`src/rtl/score_pkg.sv`:
```
// Shared types and constants for the Tron match score sequencer.
package score_pkg;

  typedef enum logic [1:0] {
    ST_PLAY = 2'd0,
    ST_HOLD = 2'd1,
    ST_OVER = 2'd2
  } state_e;

  localparam logic [3:0] BLANK_DIGIT = 4'hF;

  localparam logic [1:0] WIN_NONE = 2'b00;
  localparam logic [1:0] WIN_P1   = 2'b01;
  localparam logic [1:0] WIN_P2   = 2'b10;

  // Two-digit BCD to binary, used to compare a score against WIN_SCORE.
  function automatic logic [6:0] bcd2bin(input logic [3:0] tens, input logic [3:0] units);
    return ({3'b000, tens} * 7'd10) + {3'b000, units};
  endfunction

endpackage

```
`src/rtl/score_controller_bcd2_counter.sv`:
```
// Two-digit BCD up-counter, saturating at 99, with synchronous clear.
module bcd2_counter
  import score_pkg::*;
(
  input  logic       clk,
  input  logic       rst,
  input  logic       clr,
  input  logic       inc,
  output logic [3:0] tens,
  output logic [3:0] units,
  output logic [3:0] nxt_tens,
  output logic [3:0] nxt_units
);

  logic [3:0] tens_q, tens_d;
  logic [3:0] units_q, units_d;

  // Next value: clear wins over increment; 99 holds.
  always_comb begin
    tens_d  = tens_q;
    units_d = units_q;
    if (clr) begin
      tens_d  = 4'd0;
      units_d = 4'd0;
    end else if (inc && !(tens_q == 4'd9 && units_q == 4'd9)) begin
      if (units_q == 4'd9) begin
        units_d = 4'd0;
        tens_d  = tens_q + 4'd1;
      end else begin
        units_d = units_q + 4'd1;
      end
    end
  end

  // Digit registers.
  always_ff @(posedge clk) begin
    if (rst) begin
      tens_q  <= 4'd0;
      units_q <= 4'd0;
    end else begin
      tens_q  <= tens_d;
      units_q <= units_d;
    end
  end

  assign tens      = tens_q;
  assign units     = units_q;
  assign nxt_tens  = tens_d;
  assign nxt_units = units_d;

endmodule

```
`src/rtl/score_controller.sv`:
```
// Match-level score sequencer: per-player BCD scores, post-point hold-off,
// winner detection and winner-digit blinking.
module score_controller
  import score_pkg::*;
#(
  parameter int WIN_SCORE   = 10,
  parameter int HOLD_CYCLES = 50_000_000,
  parameter int BLINK_DIV   = 25_000_000
) (
  input  logic       clk,
  input  logic       rst,
  input  logic       p1_point,
  input  logic       p2_point,
  input  logic       new_match,
  output logic [3:0] player1_score_tens,
  output logic [3:0] player1_score_units,
  output logic [3:0] player2_score_tens,
  output logic [3:0] player2_score_units,
  output logic       match_over,
  output logic [1:0] winner,
  output logic       hold_active
);

  localparam int HW = (HOLD_CYCLES > 1) ? $clog2(HOLD_CYCLES) : 1;
  localparam int BW = (BLINK_DIV > 1) ? $clog2(BLINK_DIV) : 1;
  localparam logic [HW-1:0] HOLD_LOAD  = HW'(HOLD_CYCLES - 1);
  localparam logic [BW-1:0] BLINK_LAST = BW'(BLINK_DIV - 1);
  localparam logic [6:0]    WIN_BIN    = 7'(WIN_SCORE);

  state_e        state_q, state_d;
  logic [HW-1:0] hold_q, hold_d;
  logic [BW-1:0] blink_q, blink_d;
  logic          phase_q, phase_d;
  logic [1:0]    winner_q, winner_d;

  logic          p1_inc, p2_inc;
  logic [3:0]    p1_tens, p1_units, p1_nxt_tens, p1_nxt_units;
  logic [3:0]    p2_tens, p2_units, p2_nxt_tens, p2_nxt_units;
  logic          p1_wins, p2_wins;

  // A score only moves on a lone point pulse in PLAY; a draw or new_match
  // leaves it alone (new_match clears instead).
  assign p1_inc = (state_q == ST_PLAY) && p1_point && !p2_point && !new_match;
  assign p2_inc = (state_q == ST_PLAY) && p2_point && !p1_point && !new_match;

  bcd2_counter u_p1 (
    .clk      (clk),
    .rst      (rst),
    .clr      (new_match),
    .inc      (p1_inc),
    .tens     (p1_tens),
    .units    (p1_units),
    .nxt_tens (p1_nxt_tens),
    .nxt_units(p1_nxt_units)
  );

  bcd2_counter u_p2 (
    .clk      (clk),
    .rst      (rst),
    .clr      (new_match),
    .inc      (p2_inc),
    .tens     (p2_tens),
    .units    (p2_units),
    .nxt_tens (p2_nxt_tens),
    .nxt_units(p2_nxt_units)
  );

  assign p1_wins = (bcd2bin(p1_nxt_tens, p1_nxt_units) == WIN_BIN);
  assign p2_wins = (bcd2bin(p2_nxt_tens, p2_nxt_units) == WIN_BIN);

  // Next-state logic for the match FSM and its hold/blink counters.
  always_comb begin
    state_d  = state_q;
    hold_d   = hold_q;
    blink_d  = blink_q;
    phase_d  = phase_q;
    winner_d = winner_q;
    if (new_match) begin
      state_d  = ST_PLAY;
      hold_d   = '0;
      blink_d  = '0;
      phase_d  = 1'b0;
      winner_d = WIN_NONE;
    end else begin
      case (state_q)
        ST_PLAY: begin
          if (p1_point && p2_point) begin
            state_d = ST_HOLD;
            hold_d  = HOLD_LOAD;
          end else if (p1_point) begin
            if (p1_wins) begin
              state_d  = ST_OVER;
              winner_d = WIN_P1;
              blink_d  = '0;
              phase_d  = 1'b0;
            end else begin
              state_d = ST_HOLD;
              hold_d  = HOLD_LOAD;
            end
          end else if (p2_point) begin
            if (p2_wins) begin
              state_d  = ST_OVER;
              winner_d = WIN_P2;
              blink_d  = '0;
              phase_d  = 1'b0;
            end else begin
              state_d = ST_HOLD;
              hold_d  = HOLD_LOAD;
            end
          end
        end
        ST_HOLD: begin
          if (hold_q == '0) begin
            state_d = ST_PLAY;
          end else begin
            hold_d = hold_q - 1'b1;
          end
        end
        ST_OVER: begin
          if (blink_q == BLINK_LAST) begin
            blink_d = '0;
            phase_d = ~phase_q;
          end else begin
            blink_d = blink_q + 1'b1;
          end
        end
        default: state_d = ST_PLAY;
      endcase
    end
  end

  // FSM and counter registers.
  always_ff @(posedge clk) begin
    if (rst) begin
      state_q  <= ST_PLAY;
      hold_q   <= '0;
      blink_q  <= '0;
      phase_q  <= 1'b0;
      winner_q <= WIN_NONE;
    end else begin
      state_q  <= state_d;
      hold_q   <= hold_d;
      blink_q  <= blink_d;
      phase_q  <= phase_d;
      winner_q <= winner_d;
    end
  end

  // Output mux: in the blank phase of OVER only the winner's digits go dark.
  always_comb begin
    player1_score_tens  = p1_tens;
    player1_score_units = p1_units;
    player2_score_tens  = p2_tens;
    player2_score_units = p2_units;
    if (state_q == ST_OVER && phase_q) begin
      if (winner_q == WIN_P1) begin
        player1_score_tens  = BLANK_DIGIT;
        player1_score_units = BLANK_DIGIT;
      end else if (winner_q == WIN_P2) begin
        player2_score_tens  = BLANK_DIGIT;
        player2_score_units = BLANK_DIGIT;
      end
    end
  end

  assign match_over  = (state_q == ST_OVER);
  assign hold_active = (state_q == ST_HOLD);
  assign winner      = winner_q;

endmodule

```
`config.mk`:
```
export PLATFORM = sky130hd
export DESIGN_NAME = score_controller
export DESIGN_NICKNAME = d
export VERILOG_FILES = /design/src/rtl/score_pkg.sv /design/src/rtl/score_controller_bcd2_counter.sv /design/src/rtl/score_controller.sv
export SDC_FILE = /design/constraint.sdc
export NUM_CORES = 1
export LEC_CHECK = 0
export ABC_AREA = 1
export BUFFER_PORTS_ARGS = -buffer_cell sky130_fd_sc_hd__buf_2
export CELL_PAD_IN_SITES_DETAIL_PLACEMENT = 1
export CELL_PAD_IN_SITES_GLOBAL_PLACEMENT = 1
export CORE_MARGIN = 1
export CORE_UTILIZATION = 45
export CTS_CLUSTER_DIAMETER = 80
export DETAILED_ROUTE_END_ITERATION = 16
export GPL_TIMING_DRIVEN = 0
export PLACE_DENSITY = 0.83
export RECOVER_POWER = 100
export SYNTH_ARGS = -nofsm -noshare
export SYNTH_HDL_FRONTEND = slang
export SYNTH_SLANG_ARGS = --single-unit
```
`constraint.sdc`:
```
create_clock -name clk -period 5.15 [get_ports clk]
set_input_delay 0 -clock clk [delete_from_list [all_inputs] [get_ports clk]]
set_output_delay 0 -clock clk [all_outputs]
set_load 0.01 [all_outputs]
```
==> flow_summary.toml <==
[yosys]
ys_types = 39
netlist_area_um2 = 5268
ys_warn_count = 0
postSynthCellCount = 816
syn_nets = 847
yosys_most_used_dff = "dfxtp_1"
synth_edf_count = 0
synthArstFlopShare_pct = 0
ys_seq_area_share_pct = 27.36
ys_ff_latch = 72
syn_area_per_cell_um2 = 6.455

[die]
io_pins = 25
die_h_um = 110.2
initial_core_util_pct = 46.13
die_w_um = 110.2
std_cell_rows = 39
core_um2 = 11420
die_area_um2 = 12140

[pwr]
vdd_drop_max_uv = 147.9
p_leak_uw = 0.002535
power_frac_clock_pct = 48.7
finalPower_uw = 1549
sequentialPowerShare_pct = 37.7
p_comb_share_pct = 13.6
p_per_area_nw_per_um2 = 265.4
p_int_uw = 1127
p_switching_uw = 421.8
switching_share_pct = 27.24

[routing]
wl_met1_um = 7292
wire_per_inst_um = 15.50
vias_per_cell = 5.477
initialDrtViolationCount = 202
wl_met2_um = 7593
drt-total-wl_um = 15480
drt_first_pass_iters = 4
dr_wl_met3_um = 360
vias = 5472
drc = 0
highest-signal-layer = "met4"
drt.antenna.violating_nets = 0

[grt]
grt_pass1_vias = 5525
grt_pass1_wl_um = 26160
grt_max_degree = 14
antenna_found_initial = 0
grt.total_usage_pct = 27.81
grt_overflow = 0

[timing]
tightest_slew_ns = 0.8905
whs_ns = 0.04361
rsz0062_at_grt = "false"
finalSetupViolCount = 0
fin_crit_sh_pct = 86.45
drv_slew = 0
max_freq_mhz = 224.6
clock_skew_ns = 0.009074
slew_headroom_pct = 40.18
tns_ns = 0
hold_violations = 0
min_period_ns = 4.452

[layout]
num_antenna_cells = 0
instances_no_fill = 999
area.growth.synth_to_final_pct = 10.78
drive_above_1_share_pct = 8.294
design_area_um2 = 5836
final_nets = 882

[critical_path]
critPathBufInv = 2
start_kind = "flip-flop"
path_max_fanout = 10
cp_data_required_time_ns = 5.42
crit_family = "simple AND/OR/NAND/NOR gates"
critPathKind = "flip-flop to flip-flop"
cp.arrival_ns = 4.73
rrSetupSlack_ns = 0.70
cpMostUsedCell = "nand2_1"
max_stage_delay_ns = 0.55
cp-end-kind = "flip-flop"
critPathSlowestCell = "fa_1"

[clocking]
cts_hold_buf = 0
cts_buffers = 9
cts-resized-gates = 0
insertion_delay_ns = 0.35
clk_path_buf_depth = 2
cts_tree = "done"
clockRootBuffer = "clkbuf_16"
cts_sinks = 72
cts_setup_buffers = 0
path_clk_slew_ns = 0.06
cts.htree.levels = 3

[placement]
io_buffers = 24
gp_congestion = 0.8890
post-dp-hpwl_um = 11800
place_area_um2 = 5567
dp.cells = 983

[job]
max_cap_violations = 0

[worst_hold_path]
hold_path.class = "input pin to flip-flop"

[outcome]
status = "complete, no violations"
## layer usage
metal  global-route usage, %  vias to the layer above
met1                   33.95                     2654
met3                   3.645                       17
li1                        -                     2739
met5                       0                        -
met4                   10.34                        0
met2                   49.64                       62
## power groups by stage
stage,sequential (uW),clock (uW),combinational (uW)
4_1_cts,583,764,217
6_report,583,754,211
5_1_grt,585,786,236
3_3_place_gp,595,0,205
2_1_floorplan,592,0,162
3_5_place_dp,595,0,214
## area by class of cell
class                           instances  area [um2]
Clock buffer                           10       239.0
Clock inverter                          6       115.1
Inverter                              102       382.9
Fill cell                            1596        5583
Timing Repair Buffer                   24       95.09
Multi-Input combinational cell        619        3261
Tap cell                              143       178.9
Sequential cell                        72        1441
Buffer                                 23       122.6
## synth_stat cells (10+ instances only)
library cell  instances  area (um2)
nor3_1               21       105.1
ha_1                 22       275.3
xor2_1               21       183.9
nor2_1              100       375.4
o21ai_0              14       70.07
clkbuf_1             14       52.55
inv_1                94       352.8
a21oi_1              46       230.2
or2_2                10       62.56
a21oi_2              10       87.58
nand2_2              15       93.84
dfxtp_1              72        1441
nand3_1              64       320.3
nand2_1             206       773.2
nand4_1              41       256.5
## tightest hold or removal path, delay by kind of cell
kind / cells / cell delay, ns
AO/OA/AOI/OAI: 1 / 0.07
buffers and inverters: 1 / 0.13
AND/OR/NAND/NOR: 1 / 0.13
## sequential cells by signal (all words and copies together) (netlist names)
register and flops:
u_p1.tens 4, state_q 2, blink_q 25, hold_q 26
u_p2.tens 4, u_p2.units 4, phase_q 1, winner 2
u_p1.units 4
## layout by cell type (no fill, tap or decap), types with 2 or more instances in the layout
cell / synthesis / layout
buf_6: 5 / 4
nor2_4: 2 / 2
nor3_1: 21 / 22
o221ai_1: 3 / 3
nand3_2: 5 / 2
o211ai_1: 3 / 3
xor2_1: 21 / 21
a21oi_2: 10 / 10
ha_1: 22 / 22
o21ai_0: 14 / 14
o311ai_0: 2 / 2
inv_2: 7 / 7
dfxtp_1: 72 / 72
a21oi_1: 46 / 46
inv_1: 94 / 94
bufinv_16: 0 / 3
nor4_1: 7 / 7
and2_1: 2 / 2
buf_2: 4 / 8
xnor2_1: 4 / 4
nand2_2: 15 / 4
nand3_4: 2 / 2
or2_2: 10 / 10
nand3_1: 64 / 67
nand3b_1: 6 / 6
nor2_1: 100 / 100
clkbuf_16: 0 / 9
nand4_1: 41 / 41
clkbuf_1: 14 / 34
fa_1: 4 / 4
nand2_1: 206 / 217
## per-stage QoR
step	util, %	setup WS, ns
2_1_floorplan	-	1.569
3_3_place_gp	48.75	0.9920
3_5_place_dp	48.75	0.8412
4_1_cts	51.85	0.7672
5_1_grt	51.11	0.2484
6_report	51.11	0.6976
## final timing paths
check | from | endpoint | depth (start not counted)
max | u_p1.units[0]$_SDFF_PP0_ | hold_q[15]$_SDFFE_PP0P_ | 25
min | p2_point | winner[1]$_SDFFE_PP0P_ | 3
max reg2reg | u_p1.units[0]$_SDFF_PP0_ | hold_q[15]$_SDFFE_PP0P_ | 25
min reg2reg | hold_q[2]$_SDFFE_PP0P_ | hold_q[2]$_SDFFE_PP0P_ | 2
## kinds of logic (layout without fill, tap and decap cells)
kind of cell,after synthesis,count (layout),synth area share [%]
buffers and inverters,125,165,9.715
flip-flops,72,72,27.36
AND/OR/NAND/NOR,488,488,43.14
AO/OA/AOI/OAI,80,80,8.884
adder cells (fa/ha/maj),26,26,6.746
XOR/XNOR,25,25,4.157
Note: power is estimated with default switching activity, not from simulation.
